## config.mk

```make
export PLATFORM = sky130hd
export DESIGN_NAME = z3_slave_ctrl_flat
export DESIGN_NICKNAME = d
export VERILOG_FILES = /design/src/rtl/z3_slave_ctrl_if.sv /design/src/rtl/z3_slave_ctrl.sv /design/src/flat_wrapper.sv
export SDC_FILE = /design/constraint.sdc
export NUM_CORES = 1
export LEC_CHECK = 0
export BUFFER_PORTS_ARGS = -buffer_cell sky130_fd_sc_hd__buf_4
export CAP_MARGIN = 20
export CORE_UTILIZATION = 44
export DETAILED_ROUTE_END_ITERATION = 12
export HOLD_SLACK_MARGIN = 0.05
export MAX_ROUTING_LAYER = met4
export PLACE_DENSITY = 0.75
export SYNTH_ARGS = -nofsm -noshare
export SYNTH_HDL_FRONTEND = slang
export SYNTH_SLANG_ARGS = --single-unit
```

## constraint.sdc

```tcl
create_clock -name CLK -period 1.82 [get_ports CLK]
set_clock_uncertainty 0.1 [all_clocks]
set_input_delay 0.091 -clock CLK [delete_from_list [all_inputs] [get_ports CLK]]
set_output_delay 0.091 -clock CLK [all_outputs]
set_load 0.02 [all_outputs]
```

## src/rtl/z3_slave_ctrl_if.sv

```systemverilog
// Zorro III slave-cycle bus bundle: async bus inputs, decode config,
// responder acks in; captured cycle info and the bus ack out.
interface z3_slave_ctrl_if;
  logic        FCS_n_in;
  logic [3:0]  DS_n_in;
  logic        READ_in;
  logic [31:0] ADDR_in;
  logic [7:0]  cfg_base;
  logic        configured;
  logic        int_dtack;
  logic        ext_dtack;
  logic [27:0] ADDR;
  logic        READ;
  logic        FCS_n;
  logic        slave_cycle;
  logic        DTACK_n;
  logic        slave_timeout;

  modport slave (
    input  FCS_n_in, DS_n_in, READ_in, ADDR_in, cfg_base, configured,
           int_dtack, ext_dtack,
    output ADDR, READ, FCS_n, slave_cycle, DTACK_n, slave_timeout
  );

  modport master (
    output FCS_n_in, DS_n_in, READ_in, ADDR_in, cfg_base, configured,
           int_dtack, ext_dtack,
    input  ADDR, READ, FCS_n, slave_cycle, DTACK_n, slave_timeout
  );
endinterface

```

## src/rtl/z3_slave_ctrl.sv

```systemverilog
// Zorro III slave-cycle front end: synchronises FCS_n/DS_n, captures the
// address and READ, decodes a board hit, merges responder acks into a
// registered DTACK_n and flags cycles nobody acknowledges in time.
module z3_slave_ctrl #(
  parameter int SYNC_STAGES    = 2,
  parameter int TIMEOUT_CYCLES = 64
) (
  input logic           CLK,
  input logic           RESET,
  z3_slave_ctrl_if.slave bus
);

  localparam int CB = $clog2(TIMEOUT_CYCLES) + 1;
  localparam int CW = (CB > 7) ? CB : 7;

  typedef enum logic [2:0] {IDLE, MISS, WAIT_DS, WAIT_ACK, ACK, TMO} state_t;

  state_t                        state, state_nxt;
  logic [SYNC_STAGES-1:0]        fcs_sync;
  logic [SYNC_STAGES-1:0]        sync_vld;
  logic [SYNC_STAGES-1:0][3:0]   ds_sync;
  logic                          fcs_prev;
  logic                          fcs_s, ds_any, fcs_fall, hit, cap;
  logic [CW-1:0]                 cnt, cnt_nxt;
  logic                          sc_q, sc_nxt, dt_q, dt_nxt, to_q, to_nxt;
  logic [27:0]                   addr_q;
  logic                          read_q;

  assign fcs_s    = fcs_sync[SYNC_STAGES-1];
  assign ds_any   = ~&ds_sync[SYNC_STAGES-1];
  assign fcs_fall = ~fcs_s & fcs_prev;
  assign hit      = bus.configured && (bus.ADDR_in[31:24] == bus.cfg_base);

  // Synchroniser chains. sync_vld marks when the chain holds real samples
  // rather than reset fill, so a strobe held low across reset release never
  // looks like a fresh falling edge: fcs_prev only arms on a genuine high.
  always_ff @(posedge CLK or posedge RESET) begin
    if (RESET) begin
      fcs_sync <= '1;
      ds_sync  <= '1;
      sync_vld <= '0;
      fcs_prev <= 1'b0;
    end else begin
      fcs_sync <= {fcs_sync[SYNC_STAGES-2:0], bus.FCS_n_in};
      ds_sync  <= {ds_sync[SYNC_STAGES-2:0], bus.DS_n_in};
      sync_vld <= {sync_vld[SYNC_STAGES-2:0], 1'b1};
      fcs_prev <= fcs_s & sync_vld[SYNC_STAGES-1];
    end
  end

  // Next state and next registered outputs; abort (FCS_n high) beats all.
  always_comb begin
    state_nxt = state;
    cnt_nxt   = cnt;
    sc_nxt    = sc_q;
    dt_nxt    = dt_q;
    to_nxt    = 1'b0;
    cap       = 1'b0;
    if (state != IDLE && fcs_s) begin
      state_nxt = IDLE;
      sc_nxt    = 1'b0;
      dt_nxt    = 1'b1;
    end else begin
      case (state)
        IDLE: if (fcs_fall) begin
          cap = 1'b1;
          if (hit) begin
            state_nxt = WAIT_DS;
            sc_nxt    = 1'b1;
          end else begin
            state_nxt = MISS;
          end
        end
        WAIT_DS: if (ds_any) begin
          state_nxt = WAIT_ACK;
          cnt_nxt   = '0;
        end
        WAIT_ACK: begin
          cnt_nxt = (cnt == '1) ? cnt : cnt + CW'(1);
          if (bus.int_dtack || bus.ext_dtack) begin
            state_nxt = ACK;
            dt_nxt    = 1'b0;
          end else if (cnt == CW'(TIMEOUT_CYCLES - 1)) begin
            state_nxt = TMO;
            to_nxt    = 1'b1;
          end
        end
        default: ;
      endcase
    end
  end

  // State, counter, registered outputs and captured address/READ.
  always_ff @(posedge CLK or posedge RESET) begin
    if (RESET) begin
      state  <= IDLE;
      cnt    <= '0;
      sc_q   <= 1'b0;
      dt_q   <= 1'b1;
      to_q   <= 1'b0;
      addr_q <= '0;
      read_q <= 1'b0;
    end else begin
      state <= state_nxt;
      cnt   <= cnt_nxt;
      sc_q  <= sc_nxt;
      dt_q  <= dt_nxt;
      to_q  <= to_nxt;
      if (cap) begin
        addr_q <= bus.ADDR_in[27:0];
        read_q <= bus.READ_in;
      end
    end
  end

  assign bus.ADDR          = addr_q;
  assign bus.READ          = read_q;
  assign bus.FCS_n         = fcs_s;
  assign bus.slave_cycle   = sc_q;
  assign bus.DTACK_n       = dt_q;
  assign bus.slave_timeout = to_q;

endmodule
```

## src/flat_wrapper.sv

```systemverilog
// flat-port wrapper written by rule: the top's interface ports become plain ports
module z3_slave_ctrl_flat 
#(
  parameter int SYNC_STAGES    = 2,
  parameter int TIMEOUT_CYCLES = 64
)
  (CLK, RESET, bus_FCS_n_in, bus_DS_n_in, bus_READ_in, bus_ADDR_in, bus_cfg_base, bus_configured, bus_int_dtack, bus_ext_dtack, bus_ADDR, bus_READ, bus_FCS_n, bus_slave_cycle, bus_DTACK_n, bus_slave_timeout);
  z3_slave_ctrl_if bus_i ();
  input logic CLK;
  input logic RESET;
  input wire logic [$bits(bus_i.FCS_n_in)-1:0] bus_FCS_n_in;
  input wire logic [$bits(bus_i.DS_n_in)-1:0] bus_DS_n_in;
  input wire logic [$bits(bus_i.READ_in)-1:0] bus_READ_in;
  input wire logic [$bits(bus_i.ADDR_in)-1:0] bus_ADDR_in;
  input wire logic [$bits(bus_i.cfg_base)-1:0] bus_cfg_base;
  input wire logic [$bits(bus_i.configured)-1:0] bus_configured;
  input wire logic [$bits(bus_i.int_dtack)-1:0] bus_int_dtack;
  input wire logic [$bits(bus_i.ext_dtack)-1:0] bus_ext_dtack;
  output wire logic [$bits(bus_i.ADDR)-1:0] bus_ADDR;
  output wire logic [$bits(bus_i.READ)-1:0] bus_READ;
  output wire logic [$bits(bus_i.FCS_n)-1:0] bus_FCS_n;
  output wire logic [$bits(bus_i.slave_cycle)-1:0] bus_slave_cycle;
  output wire logic [$bits(bus_i.DTACK_n)-1:0] bus_DTACK_n;
  output wire logic [$bits(bus_i.slave_timeout)-1:0] bus_slave_timeout;
  assign bus_i.FCS_n_in = bus_FCS_n_in;
  assign bus_i.DS_n_in = bus_DS_n_in;
  assign bus_i.READ_in = bus_READ_in;
  assign bus_i.ADDR_in = bus_ADDR_in;
  assign bus_i.cfg_base = bus_cfg_base;
  assign bus_i.configured = bus_configured;
  assign bus_i.int_dtack = bus_int_dtack;
  assign bus_i.ext_dtack = bus_ext_dtack;
  assign bus_ADDR = bus_i.ADDR;
  assign bus_READ = bus_i.READ;
  assign bus_FCS_n = bus_i.FCS_n;
  assign bus_slave_cycle = bus_i.slave_cycle;
  assign bus_DTACK_n = bus_i.DTACK_n;
  assign bus_slave_timeout = bus_i.slave_timeout;
  z3_slave_ctrl #(.SYNC_STAGES(SYNC_STAGES), .TIMEOUT_CYCLES(TIMEOUT_CYCLES)) u_core (.CLK(CLK), .RESET(RESET), .bus(bus_i));
endmodule
```

==> flow_summary.json, run 1 <==
{
  "synth_edf_count": 0,
  "n_antenna_cell": 0,
  "worstSetupPathType": "flop to flop",
  "power_uw": 3050,
  "grtUsageMet1": 0.295,
  "cpPeakStageDelay_ns": 0.49,
  "min_path_type": "input port to flop",
  "antenna_found_initial": 0,
  "ys_top_cells_by_area": "dfrtp_1 (48%), mux2_2 (14%), dfstp_2 (13%), xnor2_1 (3.1%), nand3_1 (1.8%)",
  "die_y_um": 73.8,
  "fmax_mhz": 571,
  "crit_fanout": 10,
  "cts_root_buf": "clkbuf_8",
  "ys_seq_area_frac": 0.612,
  "placement.io_buffers": 83,
  "clk_pin_slew_ns": 0.09,
  "startpoint_type": "flop",
  "p_leak_uw": 0.00160,
  "via_per_inst": 5.03,
  "htree_levels": 2,
  "synth_area_sq_mm": 0.00227,
  "required_ns": 1.95,
  "rr_worst_depth": 6,
  "grt_pass1_vias": 1956,
  "ys.warnings.count": 0,
  "clkSinkCount": 55,
  "start_util": 0.468,
  "overflow": 0,
  "pin_count": 84,
  "drive_above_1_share": 0.492,
  "place_congestion": 0.820,
  "vias": 1880,
  "setup_viol": 0,
  "grt_pass1_wl_um": 9460,
  "syn-instance-count": 174,
  "period_needed_ns": 1.75,
  "hpwl_um": 3560,
  "areaGrowthSynthToFinish_pct": 55.3,
  "die_w_um": 73.8,
  "drc_errors": 0,
  "synth_nets": 226,
  "synth_ff_type": "dfrtp_1",
  "drtPass1Iterations": 4,
  "synth_area_leader_cell": "dfrtp_1",
  "synth_cell_types": 36,
  "core_area_sq_mm": 0.00485,
  "status": "complete, no violations",
  "powerDensity_mw_per_mm2": 865,
  "whs_path_depth": 4,
  "wire_per_inst_um": 16.1,
  "grt_max_degree": 56,
  "drtIter0Drc": 91,
  "routed_wl_um": 6040,
  "ys_ff_latch": 55,
  "critPathCaptureType": "flop",
  "async_flop_share": 1.00,
  "num_rows": 25,
  "use_met2": 0.417,
  "cts_tree": "built",
  "numCtsBuffers": 5,
  "track_usage": 0.245,
  "use_met3": 0.0631,
  "clock_latency_ns": 0.29,
  "nets": 358,
  "busiest_layer": "met2",
  "critPathArrivalTime_ns": 1.88,
  "fp.dieArea_sq_mm": 0.00545,
  "finalCritPeriodShare": 0.963,
  "slowest_stage": "or4_1",
  "vdd_drop_max_v": 0.000667,
  "path_cells": "ha_4 -> nand2_1 -> nor3_1 -> buf_4 -> or4_1 -> a21oi_1",
  "maxCapViolCount": 0,
  "clockBufferDepth": 2,
  "utilization": 0.727,
  "finalMaxSlewViolations": 0,
  "postSynthAreaPerCell_sq_um": 13.1,
  "drtAntennaViolNets": 0,
  "yosys.area.top_type_share": 0.485,
  "hold_viol_final": 0
}
## per-layer routing
| layer | share of wire | wire length [um] | vias to the layer above |
|---|---|---|---|
| met5 | 0 | 0 | - |
| met2 | 0.53 | 3220 | 69 |
| met1 | 0.40 | 2400 | 932 |
| met4 | 0.0048 | 29 | 0 |
| met3 | 0.065 | 395 | 5 |
| li1 | - | - | 874 |
## cell usage after synthesis, types with 2 or more instances
master,number
dfstp_2,11
xnor2_1,8
mux2_2,29
a21oi_1,7
nor4_1,4
o31ai_1,5
buf_2,4
o21ai_0,3
dfrtp_1,44
nand2b_1,2
nand3_1,8
o22a_1,2
nor3_1,4
or2_2,2
nand4_1,2
or4_1,3
inv_1,6
nand2_1,7
nor2_1,6
## worst paths after layout
| check | end | slack, ns | start |
|---|---|---|---|
| worst max-delay path | u_core.cnt[3]$_DFFE_PP0P_ | 0.07 | u_core.cnt[1]$_DFFE_PP0P_ |
| worst min-delay path | u_core.bus.DTACK_n$_DFFE_PP1P_ | 0.16 | bus_ext_dtack |
| worst max register to register | u_core.cnt[3]$_DFFE_PP0P_ | 0.07 | u_core.cnt[1]$_DFFE_PP0P_ |
| worst min register to register | u_core.sync_vld[1]$_DFF_PP0_ | 0.26 | u_core.sync_vld[0]$_DFF_PP0_ |
| max in group asynchronous | u_core.bus.DTACK_n$_DFFE_PP1P_ | 1.04 | RESET |
| min in group asynchronous | u_core.bus.ADDR[7]$_DFFE_PP0P_ | 0.30 | RESET |
## kinds of logic after synthesis
group | Yosys count | synth area share
buffers and inverters | 13 | 0.0275
adders and majority gates | 1 | 0.00551
other | 1 | 0.00165
and+or+nand+nor | 42 | 0.104
DFF | 55 | 0.612
AOI/OAI and AO/OA | 24 | 0.0705
muxes | 30 | 0.148
xor gates and xnor gates | 8 | 0.0309
## through the flow
stage / hold slack [ns] / setup TNS (ns) / std cells / setup slack (ns) / cell area, sq um
after CTS: 0.138 / 0 / 369 / 0.0185 / 3480
after global routing: 0.163 / -0.0233 / 374 / -0.0167 / 3530
after detailed placement: 0.0733 / 0 / 324 / 0.00425 / 3020
final: 0.156 / 0 / 374 / 0.0673 / 3530
after global placement: 0.0757 / 0 / 324 / 0.0960 / 3020
after floorplan: -0.00452 / 0 / 174 / 0.0660 / 2270
## layout by cell type (no fill, tap or decap), types with 3 or more instances in the layout
master / synthesis / final
buf_4: 0 / 93
dfrtp_1: 44 / 44
dlygate4sd3_1: 0 / 37
mux2_2: 29 / 29
dfstp_2: 11 / 11
nand3_1: 8 / 8
xnor2_1: 8 / 8
nand2_1: 7 / 7
a21oi_1: 7 / 7
nor2_1: 6 / 6
inv_1: 6 / 5
o31ai_1: 5 / 5
clkbuf_8: 0 / 5
nor3_1: 4 / 4
o21ai_0: 3 / 3
nor4_1: 4 / 3
or4_1: 3 / 3
## worst max-delay path: cells and delay by family, from the launching register on
family / cells / cell delay (ns)
adder cells (fa/ha/maj): 1 / 0.19
buffers and inverters: 1 / 0.17
AO/OA/AOI/OAI: 1 / 0.14
AND/OR/NAND/NOR: 3 / 0.63
flip-flops: 1 / 0.45
## final cells by class
class,count,area (sq um)
fill,325,1320
tap,67,83.8
inverter,6,22.5
clock buffer,6,72.6
clock inverter,2,12.5
multi-input combinational,106,837
sequential,55,1390
timing repair buffer,132,1110
## power by group
group	internal (uW)	switching, uW
clock	270	378
combinational	467	431
sequential	1400	101
## sequential cells by signal, summed over array words and instances (netlist names)
| register | count |
|---|---|
| u_core.bus.ADDR | 28 |
| u_core.fcs_sync | 2 |
| u_core.bus.READ | 1 |
| u_core.bus.DTACK_n | 1 |
| u_core.state | 3 |
| u_core.fcs_prev | 1 |
| u_core.bus.slave_timeout | 1 |
| u_core.bus.slave_cycle | 1 |
| u_core.cnt | 7 |
| u_core.ds_sync | 8 |
| u_core.sync_vld | 2 |
## what timing repair did
item,4_1_cts,5_1_grt
endpoints found under the setup margin,1,5
setup buffers,0,5
endpoints found under the hold margin,90,0
resized for setup,1,2
gates cloned,0,0
pin swaps,0,1
hold buffers,37,0
No activity file was read; power rests on OpenSTA's default activity.
==> run 2, diff against run 1 <==
--- a/config.mk
+++ b/config.mk
@@ -7,11 +7,10 @@
 export LEC_CHECK = 0
 export BUFFER_PORTS_ARGS = -buffer_cell sky130_fd_sc_hd__buf_4
 export CAP_MARGIN = 20
-export CORE_UTILIZATION = 44
+export CORE_UTILIZATION = 25
 export DETAILED_ROUTE_END_ITERATION = 12
 export HOLD_SLACK_MARGIN = 0.05
 export MAX_ROUTING_LAYER = met4
-export PLACE_DENSITY = 0.75
 export SYNTH_ARGS = -nofsm -noshare
 export SYNTH_HDL_FRONTEND = slang
 export SYNTH_SLANG_ARGS = --single-unit
==> flow_summary.json, run 2 (synthesis results as in run 1) <==
{
  "status": "complete, no violations",
  "start_util": 0.259,
  "place_congestion": 0.781,
  "place_inst": 366,
  "routed_wl_um": 5260,
  "powerDensity_mw_per_mm2": 867,
  "startpoint_type": "flop",
  "fp.dieArea_sq_mm": 0.00947,
  "grt_pass1_wl_um": 8860,
  "whs_ns": 0.130,
  "hold_viol_final": 0,
  "critPathBufInv": 1,
  "num_rows": 34,
  "setup_viol": 0,
  "drtIter0Drc": 69,
  "cpPeakStageDelay_ns": 0.49,
  "hpwl_um": 3660,
  "required_ns": 1.97,
  "regArea_sq_mm": 0.00139,
  "min_path_type": "input port to flop",
  "nets": 355,
  "worstSetupPathType": "flop to flop",
  "fmax_mhz": 579,
  "cts_tree": "built",
  "fin_tns_setup_ns": 0,
  "drc_errors": 0,
  "rr_startpoint": "u_core.cnt[0]$_DFFE_PP0P_",
  "critPathTopFamily": "simple AND/OR/NAND/NOR gates",
  "layout_common_cells": "buf_4 (91), dfrtp_1 (42), dlygate4sd3_1 (37)",
  "grt_max_degree": 38,
  "n_antenna_cell": 0,
  "slowest_stage": "or4_1",
  "via_per_inst": 4.31,
  "path_cells": "ha_2 -> nand2_1 -> nor3_1 -> buf_4 -> or4_1 -> a21oi_1",
  "numCtsBuffers": 5,
  "cts_root_buf": "clkbuf_8",
  "clockBufferDepth": 2,
  "grtUsageMet1": 0.141,
  "finalMaxSlewViolations": 0,
  "finalCritPeriodShare": 0.948,
  "largest_reg_flops": 28,
  "core_area_sq_mm": 0.00876,
  "vias": 1777,
  "clk_pin_slew_ns": 0.11,
  "path_depth": 6,
  "critPathArrivalTime_ns": 1.87,
  "pin_count": 84,
  "rr_worst_depth": 6,
  "track_usage": 0.121,
  "fin_area_sq_mm": 0.00354,
  "clock_latency_ns": 0.31,
  "die_y_um": 97.3,
  "rsz0062_at_grt": "false",
  "htree_levels": 2,
  "critPathCaptureType": "flop",
  "drive_above_1_share": 0.493,
  "r2r-end": "u_core.cnt[3]$_DFFE_PP0P_",
  "crit_fanout": 11,
  "final_common_cell": "buf_4",
  "maxCapViolCount": 0,
  "worst_slack_ns": 0.0944,
  "antenna_found_initial": 0,
  "crit_start": "u_core.cnt[0]$_DFFE_PP0P_",
  "period_needed_ns": 1.73,
  "clkSinkCount": 55,
  "dp_slack_ns": 0.0269,
  "multiInputGateArea_sq_um": 821,
  "placement.io_buffers": 83,
  "critical_path.endpoint": "u_core.cnt[3]$_DFFE_PP0P_",
  "dpl_cell_area_sq_mm": 0.00306,
  "wire_per_inst_um": 12.8,
  "busiest_layer": "met2",
  "vdd_drop_max_v": 0.000449,
  "use_met2": 0.207,
  "drtPass1Iterations": 4,
  "use_met3": 0.0252,
  "die_w_um": 97.3,
  "nFillCells": 847,
  "r2r_setup_slack_ns": 0.09,
  "overflow": 0,
  "areaGrowthSynthToFinish_pct": 56.0,
  "p_leak_uw": 0.00158,
  "final_cells": 412,
  "grt_pass1_vias": 1912,
  "drtAntennaViolNets": 0
}
run 2: changes by cell type in the layout (fill, tap and decap cells not counted), moves of 2 or more:
cell / delta
dfrtp_2: +2
dfrtp_1: -2
buf_4: -2
clkinv_4: +2
run 2: where the power goes:
part	total (uW)	switching [uW]	internal [uW]	leakage, uW
Sequential	1490	88.5	1400	0.000653
Clock	719	433	286	0.0000502
Combinational	861	397	464	0.000874
Total	3070	919	2150	0.00158
run 2: through the flow:
stage                util  total power [uW]
floorplan               -              1920
global placement    0.349              2310
detailed placement  0.349              2320
CTS                 0.403              3110
global route        0.404              3230
finish              0.404              3070
run 2: worst min-delay path by stage:
stage,startpoint,endpoint,depth (start not counted)
after floorplan,bus_DS_n_in[0],u_core.ds_sync[0]$_DFF_PP1_,0
after global placement,RESET,u_core.bus.ADDR[17]$_DFFE_PP0P_,2
after detailed placement,RESET,u_core.bus.READ$_DFFE_PP0P_,2
after CTS,bus_ext_dtack,u_core.bus.DTACK_n$_DFFE_PP1P_,4
after global routing,bus_ext_dtack,u_core.bus.DTACK_n$_DFFE_PP1P_,4
final,bus_ext_dtack,u_core.bus.DTACK_n$_DFFE_PP1P_,4
run 2: what timing repair did:
action                                  in CTS  in global routing
resized for setup                            0                  3
hold buffers                                37                  0
endpoints found under the setup margin       0                  2
endpoints found under the hold margin       53                  0
setup buffers                                0                  1
run 2: area by class of cell:
cell class	instances	area share
clock inverters	3	0.00812
inverters	6	0.00636
clock buffers	5	0.0194
well taps	108	0.0381
flip-flops and latches	55	0.393
multi-input cells	106	0.232
repair buffers	129	0.303
run 2: worst reg2reg max path, cell delays in order (launching register included):
cell and delay [ns]:
dfrtp_1 0.40, ha_2 0.21, nand2_1 0.09, nor3_1 0.05, buf_4 0.17, or4_1 0.49
a21oi_1 0.15
run 2: layer usage:
| metal | wire length, um | vias up |
|---|---|---|
| li1 | - | 871 |
| met1 | 2300 | 853 |
| met2 | 2690 | 46 |
| met3 | 194 | 7 |
| met4 | 80 | 0 |
| met5 | 0 | - |
==> run 3, diff against run 2 <==
--- a/config.mk
+++ b/config.mk
@@ -5,12 +5,15 @@
 export SDC_FILE = /design/constraint.sdc
 export NUM_CORES = 1
 export LEC_CHECK = 0
+export ABC_AREA = 1
 export BUFFER_PORTS_ARGS = -buffer_cell sky130_fd_sc_hd__buf_4
 export CAP_MARGIN = 20
+export CORE_ASPECT_RATIO = 1.2
 export CORE_UTILIZATION = 25
 export DETAILED_ROUTE_END_ITERATION = 12
 export HOLD_SLACK_MARGIN = 0.05
 export MAX_ROUTING_LAYER = met4
+export SLEW_MARGIN = 15
 export SYNTH_ARGS = -nofsm -noshare
 export SYNTH_HDL_FRONTEND = slang
 export SYNTH_SLANG_ARGS = --single-unit
==> flow_summary.json, run 3 <==
{
  "status": "complete, no violations",
  "routed_wl_um": 5460,
  "startpoint_type": "input port",
  "largest_reg_flops": 28,
  "finalMaxSlewViolations": 0,
  "r2r-end": "u_core.state[1]$_DFFE_PP0P_",
  "place_congestion": 0.783,
  "r2r_setup_slack_ns": 0.24,
  "die_y_um": 111,
  "cpMostUsedCell": "dlygate4sd3_1",
  "rr_startpoint": "u_core.fcs_sync[1]$_DFF_PP1_",
  "pin_count": 84,
  "vias": 1897,
  "path_cells": "dlygate4sd3_1 -> buf_4 -> or2_2 -> dlygate4sd3_1 -> nor3_1",
  "p_sw_frac": 0.310,
  "start_util": 0.257,
  "ys_top_cells_by_area": "dfrtp_1 (45%), mux2_4 (15%), dfstp_2 (12%), nand2_1 (9.2%), inv_1 (3.2%)",
  "multiInputGateArea_sq_um": 942,
  "grt_pass1_vias": 2066,
  "nFillCells": 965,
  "setup_viol": 0,
  "drtAntennaViolNets": 0,
  "core_area_sq_mm": 0.00956,
  "synth.top_cells.by_count": "nand2_1 (60), dfrtp_1 (44), mux2_4 (25)",
  "final_common_cell": "buf_4",
  "crit_fanout": 3,
  "clk_pin_slew_ns": 0.06,
  "finalCritPeriodShare": 0.968,
  "maxCapViolCount": 0,
  "cts-resized-gates": 0,
  "num_rows": 39,
  "synth_edf_count": 0,
  "syn-instance-count": 221,
  "wire_per_inst_um": 11.6,
  "required_ns": 1.92,
  "rsz0062_at_grt": "false",
  "fmax_mhz": 567,
  "ys.warnings.count": 0,
  "nets": 400,
  "cts_root_buf": "clkbuf_16",
  "n_antenna_cell": 0,
  "ys_ff_latch": 55,
  "clock_latency_ns": 0.29,
  "areaGrowthSynthToFinish_pct": 54.3,
  "regArea_sq_mm": 0.00139,
  "p_comb_frac": 0.387,
  "cpPeakStageDelay_ns": 0.59,
  "critPathArrivalTime_ns": 1.86,
  "min-delay-start": "bus_ext_dtack",
  "critPathCaptureType": "flop",
  "async_flop_share": 1.00,
  "pwr-share-clk": 0.225,
  "p_sw_uw": 1450,
  "hpwl_um": 3760,
  "drc_errors": 0,
  "track_usage": 0.119,
  "slowest_stage": "dlygate4sd3_1",
  "fin_tns_setup_ns": 0,
  "layout_common_cells": "buf_4 (83), nand2_1 (60), dfrtp_1 (44)",
  "worstSetupPathType": "input port to flop",
  "htree_levels": 2,
  "synth_nets": 273,
  "grt_max_degree": 37,
  "placement.io_buffers": 83,
  "antenna_found_initial": 0,
  "busiest_layer": "met2",
  "use_met3": 0.0240,
  "rr_worst_depth": 8,
  "cts_setup_buffers": 0,
  "drtPass1Iterations": 4,
  "synth_area_sq_mm": 0.00246,
  "die_w_um": 92.6,
  "drtIter0Drc": 122,
  "holdPathEnd": "u_core.bus.DTACK_n$_DFFE_PP1P_",
  "seqPwrFrac": 0.388,
  "powerDensity_mw_per_mm2": 1230,
  "power_uw": 4690,
  "drive_above_1_share": 0.410,
  "postSynthAreaPerCell_sq_um": 11.1,
  "synth_ff_type": "dfrtp_1",
  "fp.dieArea_sq_mm": 0.0102,
  "hold_viol_final": 0,
  "whs_path_depth": 5,
  "cts_tree": "built",
  "clkSinkCount": 55,
  "synth_area_leader_cell": "dfrtp_1",
  "period_needed_ns": 1.76,
  "overflow": 0,
  "vdd_drop_max_v": 0.000787,
  "yosysMostFrequentCell": "nand2_1",
  "p_leak_uw": 0.00192,
  "via_per_inst": 4.02,
  "grtUsageMet1": 0.129,
  "numCtsBuffers": 5,
  "internal_power_uw": 3230,
  "clockBufferDepth": 2,
  "grt_pass1_wl_um": 9440,
  "ys_seq_area_frac": 0.565,
  "use_met2": 0.213,
  "synth_cell_types": 27,
  "yosys.area.top_type_share": 0.448,
  "min_path_type": "input port to flop"
}
## run 3: worst max-delay path: cells and delay by family
kind / cells / cell delay [ns]
buf+inv: 3 / 1.25
simple gates: 2 / 0.52
## run 3: how the worst max path moves through the flow
stage                                          to  depth (start not counted)                    startpoint
3_3_place_gp            u_core.cnt[2]$_DFFE_PP0P_                          9   u_core.ds_sync[4]$_DFF_PP1_
6_report       u_core.bus.slave_timeout$_DFF_PP0_                          5                 bus_int_dtack
4_1_cts        u_core.bus.slave_timeout$_DFF_PP0_                          5                 bus_int_dtack
5_1_grt        u_core.bus.slave_timeout$_DFF_PP0_                          5                 bus_int_dtack
2_1_floorplan      u_core.bus.ADDR[0]$_DFFE_PP0P_                          4  u_core.fcs_sync[1]$_DFF_PP1_
3_5_place_dp          u_core.state[1]$_DFFE_PP0P_                          8  u_core.fcs_sync[1]$_DFF_PP1_
## run 3: cell type report
type                            count  area share
Clock inverter                      1     0.00791
Multi-Input combinational cell    138       0.248
Timing Repair Buffer              123       0.278
Clock buffer                        7      0.0349
Tap cell                          123      0.0405
Sequential cell                    55       0.366
Inverter                           25      0.0247
## run 3: cells by family after synthesis
kind of cell / share of synthesized area
multiplexers: 0.162
buffers and inverters: 0.0519
AO/OA/AOI/OAI: 0.0234
XOR/XNOR: 0.0178
AND/OR/NAND/NOR: 0.173
adder cells (fa/ha/maj): 0.00509
flip-flops: 0.565
other: 0.00152
## run 3: power by group through the flow
stage / logic (uW) / clock network [uW] / registers [uW]
floorplan: 625 / 0 / 2210
global placement: 1740 / 0 / 1830
detailed placement: 1770 / 0 / 1820
CTS: 1830 / 1100 / 1820
global route: 1920 / 1150 / 1870
finish: 1810 / 1050 / 1820
## run 3: per-layer routing
metal	share of wire	wire (um)
met1	0.40	2190
met2	0.54	2960
met3	0.042	229
met4	0.014	75
met5	0	0
## run 3: what timing repair did
item | in CTS | in global routing
hold endpoints to repair | 54 | 0
hold buffers | 37 | 0
endpoints found under the setup margin | 0 | 0
## run 3: metrics by stage
stage / hold slack, ns / instance area [sq um] / cells / utilization / setup slack [ns]
final: 0.0839 / 3800 / 472 / 0.397 / 0.0577
after global placement: 0.0454 / 3260 / 427 / 0.341 / 0.253
after global routing: 0.129 / 3800 / 472 / 0.397 / 0.0461
after CTS: 0.0829 / 3800 / 472 / 0.397 / 0.0738
after detailed placement: 0.0372 / 3260 / 427 / 0.341 / 0.246
after floorplan: -0.00452 / 2460 / 221 / - / 0.267
